==> src/rtl/demux_1x4_reg.sv <==
// Registered 1-to-4 demultiplexer with valid/ready flow control.
// Each output channel owns a one-entry holding register.
module demux_1x4_reg #(
  parameter int WIDTH = 8
) (
  input  logic             clk,
  input  logic             rst_n,
  input  logic [WIDTH-1:0] in_data,
  input  logic             in_valid,
  output logic             in_ready,
  input  logic             sel0,
  input  logic             sel1,
  output logic [WIDTH-1:0] out0,
  output logic [WIDTH-1:0] out1,
  output logic [WIDTH-1:0] out2,
  output logic [WIDTH-1:0] out3,
  output logic             out_valid0,
  output logic             out_valid1,
  output logic             out_valid2,
  output logic             out_valid3,
  input  logic             out_ready0,
  input  logic             out_ready1,
  input  logic             out_ready2,
  input  logic             out_ready3
);

  localparam logic EMPTY = 1'b0;
  localparam logic FULL  = 1'b1;

  logic [WIDTH-1:0] data_q [4];
  logic [WIDTH-1:0] data_d [4];
  logic [3:0]       valid_q;
  logic [3:0]       valid_d;
  logic [3:0]       outReady;
  logic [1:0]       selIdx;
  logic             loadEn;

  assign selIdx   = {sel1, sel0};
  assign outReady = {out_ready3, out_ready2, out_ready1, out_ready0};

  // A full channel can still accept if its consumer drains on the same edge.
  assign in_ready = (valid_q[selIdx] == EMPTY) | outReady[selIdx];
  assign loadEn   = in_valid & in_ready;

  always_comb begin
    valid_d = valid_q & ~outReady;
    for (int i = 0; i < 4; i++) begin
      data_d[i] = data_q[i];
    end
    if (loadEn) begin
      valid_d[selIdx] = FULL;
      data_d[selIdx]  = in_data;
    end
  end

  always_ff @(posedge clk or negedge rst_n) begin
    if (!rst_n) begin
      valid_q <= '0;
      for (int i = 0; i < 4; i++) begin
        data_q[i] <= '0;
      end
    end else begin
      valid_q <= valid_d;
      for (int i = 0; i < 4; i++) begin
        data_q[i] <= data_d[i];
      end
    end
  end

  assign out0       = data_q[0];
  assign out1       = data_q[1];
  assign out2       = data_q[2];
  assign out3       = data_q[3];
  assign out_valid0 = valid_q[0];
  assign out_valid1 = valid_q[1];
  assign out_valid2 = valid_q[2];
  assign out_valid3 = valid_q[3];

endmodule

==> config.mk <==
export PLATFORM = sky130hd
export DESIGN_NAME = demux_1x4_reg
export DESIGN_NICKNAME = d
export VERILOG_FILES = /design/src/rtl/demux_1x4_reg.sv
export SDC_FILE = /design/constraint.sdc
export NUM_CORES = 1
export LEC_CHECK = 0
export ABC_AREA = 1
export CORE_UTILIZATION = 40
export DETAILED_ROUTE_END_ITERATION = 8
export PLACE_DENSITY_LB_ADDON = 0.2
export SETUP_SLACK_MARGIN = 0.1
export SLEW_MARGIN = 20
export SYNTH_ARGS = -nofsm -noshare
export SYNTH_HDL_FRONTEND = slang
export SYNTH_SLANG_ARGS = --single-unit
==> constraint.sdc <==
create_clock -name clk -period 1.21 [get_ports clk]
set_input_delay 0.121 -clock clk [delete_from_list [all_inputs] [get_ports clk]]
set_output_delay 0.121 -clock clk [all_outputs]
set_load 0.005 [all_outputs]
**Word level (Yosys, flattened, before mapping)**

Index checks and enable logic that the tools add are counted.
Widths: inputs -> output; s select.

- Bits in registers: 36
- Input port bits: 17

- Bitwise logic cells: 7
- Reductions and logical operators: 2
- Muxes and demuxes: 10
- Order comparisons: 4

Operator list:

| kind | count |
|---|---|
| $bwmux 32 | 1 |
| $demux 8 s2 | 1 |
| $mux 8 | 1 |
| $and 4x4->4 | 1 |
| $bmux 1 s2 | 2 |
| $mux 4 | 1 |
| $not 4->4 | 1 |
| $or 4x4->4 | 1 |
| $ge 3x3->1 const B | 1 |
| $lt 2x3->1 const B | 1 |
| $lt 3x1->1 const B | 1 |
| $mux 1 | 3 |
| $not 2->3 | 1 |
| $demux 1 s2 | 1 |
| $ge 2x1->1 const B | 1 |
| $logic_and 1x1->1 | 2 |
| $and 1x1->1 | 1 |
| $not 1->1 | 1 |
| $or 1x1->1 | 1 |

**Longest topological paths before layout**

- Depth in word-level cells: 6
- Mapped depth: 10

**Least setup slack after synthesis**

OpenSTA, ideal clock, no wires.

- Kind: register to register
- Start: reg valid_q[2]
- End: reg data_q, in the netlist out0[0]
- Arrival time: 1.010 ns
- Period minus slack after synthesis: 1.127 ns
- Stages on the path, launching flop included: 9
- Path slack: 0.083 ns
- Cells stage by stage: dfrtp_1 nand2_2 nand2_1 nand2_1 nand2_4 nand2_8 nand3_4 nand2_1 nand2_1

- Longest elaborated chain between the ends: 5

Ends and longest elaborated chain:

| item | RTL line | source |
|---|---|---|
| start, declared | 32 | `logic [3:0] valid_q;` |
| start signal, assigned | 63 | `valid_q <= valid_d;` |
| $bmux 1 s2 | 42 | `assign in_ready = (valid_q[selIdx] == EMPTY) \| outReady[selIdx];` |
| $mux 1 (implied by the code) | 42 |  |
| $not 1->1 | 42 |  |
| $or 1x1->1 | 42 |  |
| $and 1x1->1 | 43 | `assign loadEn = in_valid & in_ready;` |
| end signal, assigned by index | 65 | `data_q[i] <= data_d[i];` |
| end, declared | 30 | `logic [WIDTH-1:0] data_q [4];` |

No other way between the ends. The select of a mux whose other input is x is not followed.
A chain may end at the register's enable or synchronous reset.

**Final worst setup path**

- Start: in out_ready0
- End: reg data_q, in the netlist out0[6]

- Longest elaborated chain between the ends: 4

Ends and longest elaborated chain:

| item | RTL line | source |
|---|---|---|
| start, declared | 21 | `input logic out_ready0,` |
| $bmux 1 s2 | 42 |  |
| $mux 1 (implied by the code) | 42 |  |
| $or 1x1->1 | 42 |  |
| $and 1x1->1 | 43 |  |

No other way between the ends. The select of a mux whose other input is x is not followed.

==> impl_metrics.env <==
export IMPL_numCtsBuffers=5
export IMPL_place_hpwl_mm=3.05
export IMPL_postLayoutCoreUtil_pct=71.4
export IMPL_grt_pass1_vias=1623
export IMPL_antenna_found_initial=0
export IMPL_post_dp_cell_area_um2=2490
export IMPL_start_kind="input port"
export IMPL_setup_ws_ns=-0.0808
export IMPL_crit_type="in2reg"
export IMPL_dr_pass1_iters=4
export IMPL_design_core_area_um2=4090
export IMPL_p_leak_nw=1.49
export IMPL_fmax_mhz=775
export IMPL_cts_root_buffer_cell="clkbuf_8"
export IMPL_n_antenna_cell=0
export IMPL_syn_avg_cell_area_um2=9.78
export IMPL_die_h_um=67.8
export IMPL_required_ns=1.40
export IMPL_clkLatencyLatePin_ns=0.30
export IMPL_synth_fp_nets=194
export IMPL_grt_total_usage_pct=23.7
export IMPL_layout_drive_gt1_share_pct=35.8
export IMPL_slew_headroom_pct=82.1
export IMPL_stdcell_area_um2=2920
export IMPL_finalSetupTns_ns=-1.53
export IMPL_syn_to_final_growth_pct=68.5
export IMPL_multi_input_area_um2=821
export IMPL_fin_nets=295
export IMPL_tritoncts="yes"
export IMPL_clkTransAtPathRegs_ns=0.07
export IMPL_violations="negative setup slack"
export IMPL_hold_worst_slack_ns=0.191
export IMPL_cts_max_level=2
export IMPL_place_congestion=0.797
export IMPL_seq_area_um2=901
export IMPL_status="finished with violations"
export IMPL_drtIter0Drc=109
export IMPL_dieArea_um2=4590
export IMPL_finClkSkew_ns=0.00326
export IMPL_cts_hold_buf=0
export IMPL_cp_data_arrival_time_ns=1.48
export IMPL_holdCritPathClass="in2async"
export IMPL_gr_total_overflow=0
export IMPL_post_route_period_util_pct=107
export IMPL_grt_max_degree=37
export IMPL_worst_pin_slew_ns=0.267
export IMPL_peakVddDrop_mv=0.782
export IMPL_drv_cap=0
export IMPL_grt_pass1_wl_mm=7.82
export IMPL_setup_viol=33
export IMPL_ys_warn_count=0
export IMPL_fp_row_count=23
export IMPL_dp_slack_ns=-0.580
export IMPL_vias=1686
export IMPL_worstPathMaxFanout=9
export IMPL_fin_crit_ns=1.29
export IMPL_drc=0
export IMPL_final_hold_violation_count=0
export IMPL_p_comb_share_pct=31.3
export IMPL_fill_cells=312
export IMPL_intPower_mw=2.71
export IMPL_io_pins=54
export IMPL_netSwitchingFraction_pct=29.0
export IMPL_synthDistinctLibCells=20
export IMPL_p_seq_share_pct=40.8
export IMPL_clockPowerShare_pct=27.9
export IMPL_start_util_pct=42.3
export IMPL_cts_max_path_buffers=2
export IMPL_p_switching_mw=1.11
export IMPL_slew_violations=0
export IMPL_critPathCaptureType="register"
export IMPL_rsz0062_at_grt="true"
export IMPL_ys_seq_area_share_pct=52.1
export IMPL_viasPerCell=5.12
export IMPL_final_cell_mix="56 x nand2_1, 36 x dfrtp_1, 34 x dlygate4sd2_1"
export IMPL_io_buffers=53
export IMPL_chipWidth_um=67.8
export IMPL_powerDensity_nw_per_um2=1310
export IMPL_wirelength_mm=5.09
export IMPL_wl_per_cell_um=15.5
export IMPL_cts_sinks=36
export IMPL_netlist_area_um2=1730
export IMPL_layout_commonest_cell="nand2_1"
export IMPL_netlist_instances=177
export IMPL_antenna_left=0
export IMPL_synth_seq_cells=36
-- registers in the layout, summed over array words and instances (netlist names) --
name,count
out0,8
valid_q,4
out3,8
out1,8
out2,8
-- cells in the mapped netlist (all sizes together) --
library cell | instances | area [um^2]
o21ai | 4 | 20.0
buf | 6 | 77.6
nand2 | 78 | 334
inv | 7 | 31.3
nand4 | 32 | 200
dfrtp | 36 | 901
nor2 | 4 | 53.8
clkbuf | 3 | 22.5
nand3 | 7 | 90.1
-- path summary, 6_finish.rpt --
| check | slack, ns | cells after the start | start | to |
|---|---|---|---|---|
| max | -0.08 | 9 | out_ready0 | out0[6] |
| min reg2reg | 0.47 | 2 | out1[5] | out1[5] |
| max in group asynchronous | 0.84 | 2 | rst_n | out1[5] |
| max reg2reg | -0.07 | 9 | valid_q[0] | out0[6] |
| min | 0.19 | 2 | rst_n | valid_q[0] |
| min in group clk | 0.45 | 2 | out_ready2 | valid_q[2] |
-- power groups by stage --
stage | Combinational, mW | Clock [mW] | Sequential [mW]
after global routing | 1.32 | 1.11 | 1.59
after CTS | 1.15 | 1.06 | 1.55
after detailed placement | 1.06 | 0 | 1.58
final | 1.20 | 1.06 | 1.56
after global placement | 1.05 | 0 | 1.58
after floorplan | 0.364 | 0 | 1.59
-- logic make-up after synthesis --
kind of cell / count (synthesis) / share of synthesized area, %
compound gates: 4 / 1.16
buf+inv: 16 / 7.59
flops: 36 / 52.1
simple gates: 121 / 39.2
-- final cells by class --
| cell class | count | area share, % |
|---|---|---|
| repair buffers | 99 | 34.1 |
| well taps | 50 | 2.15 |
| inverters | 7 | 1.07 |
| clock buffers | 6 | 2.49 |
| flip-flops and latches | 36 | 30.9 |
| clock inverters | 2 | 1.20 |
| multi-input cells | 129 | 28.1 |
-- critical path, cell delays in order --
cell and delay, ns:
clkdlybuf4s50_1 0.49, nand2_2 0.12, nand2_2 0.07, nor2_4 0.16, nand2_8 0.09, buf_12 0.16
clkbuf_16 0.15, nand4_1 0.08, nand2_1 0.06
-- metal layers --
metal  wire, um  GRT usage, %
met1       2160          29.8
met2       2620          39.4
met3        237          5.41
met4         70          8.59
met5          0             0
-- through the flow --
step / std cells / power [mW]
2_1_floorplan: 177 / 1.95
3_5_place_dp: 297 / 2.64
5_1_grt: 329 / 4.01
3_3_place_gp: 297 / 2.63
4_1_cts: 327 / 3.75
6_report: 329 / 3.82
-- what timing repair did --
action | CTS | global route
pin swaps | 16 | 10
resized for setup | 75 | 17
endpoints found under the setup margin | 73 | 40
gates cloned | 5 | 1
buffers inserted | 17 | 2
Note: power is estimated with default switching activity, not from simulation.
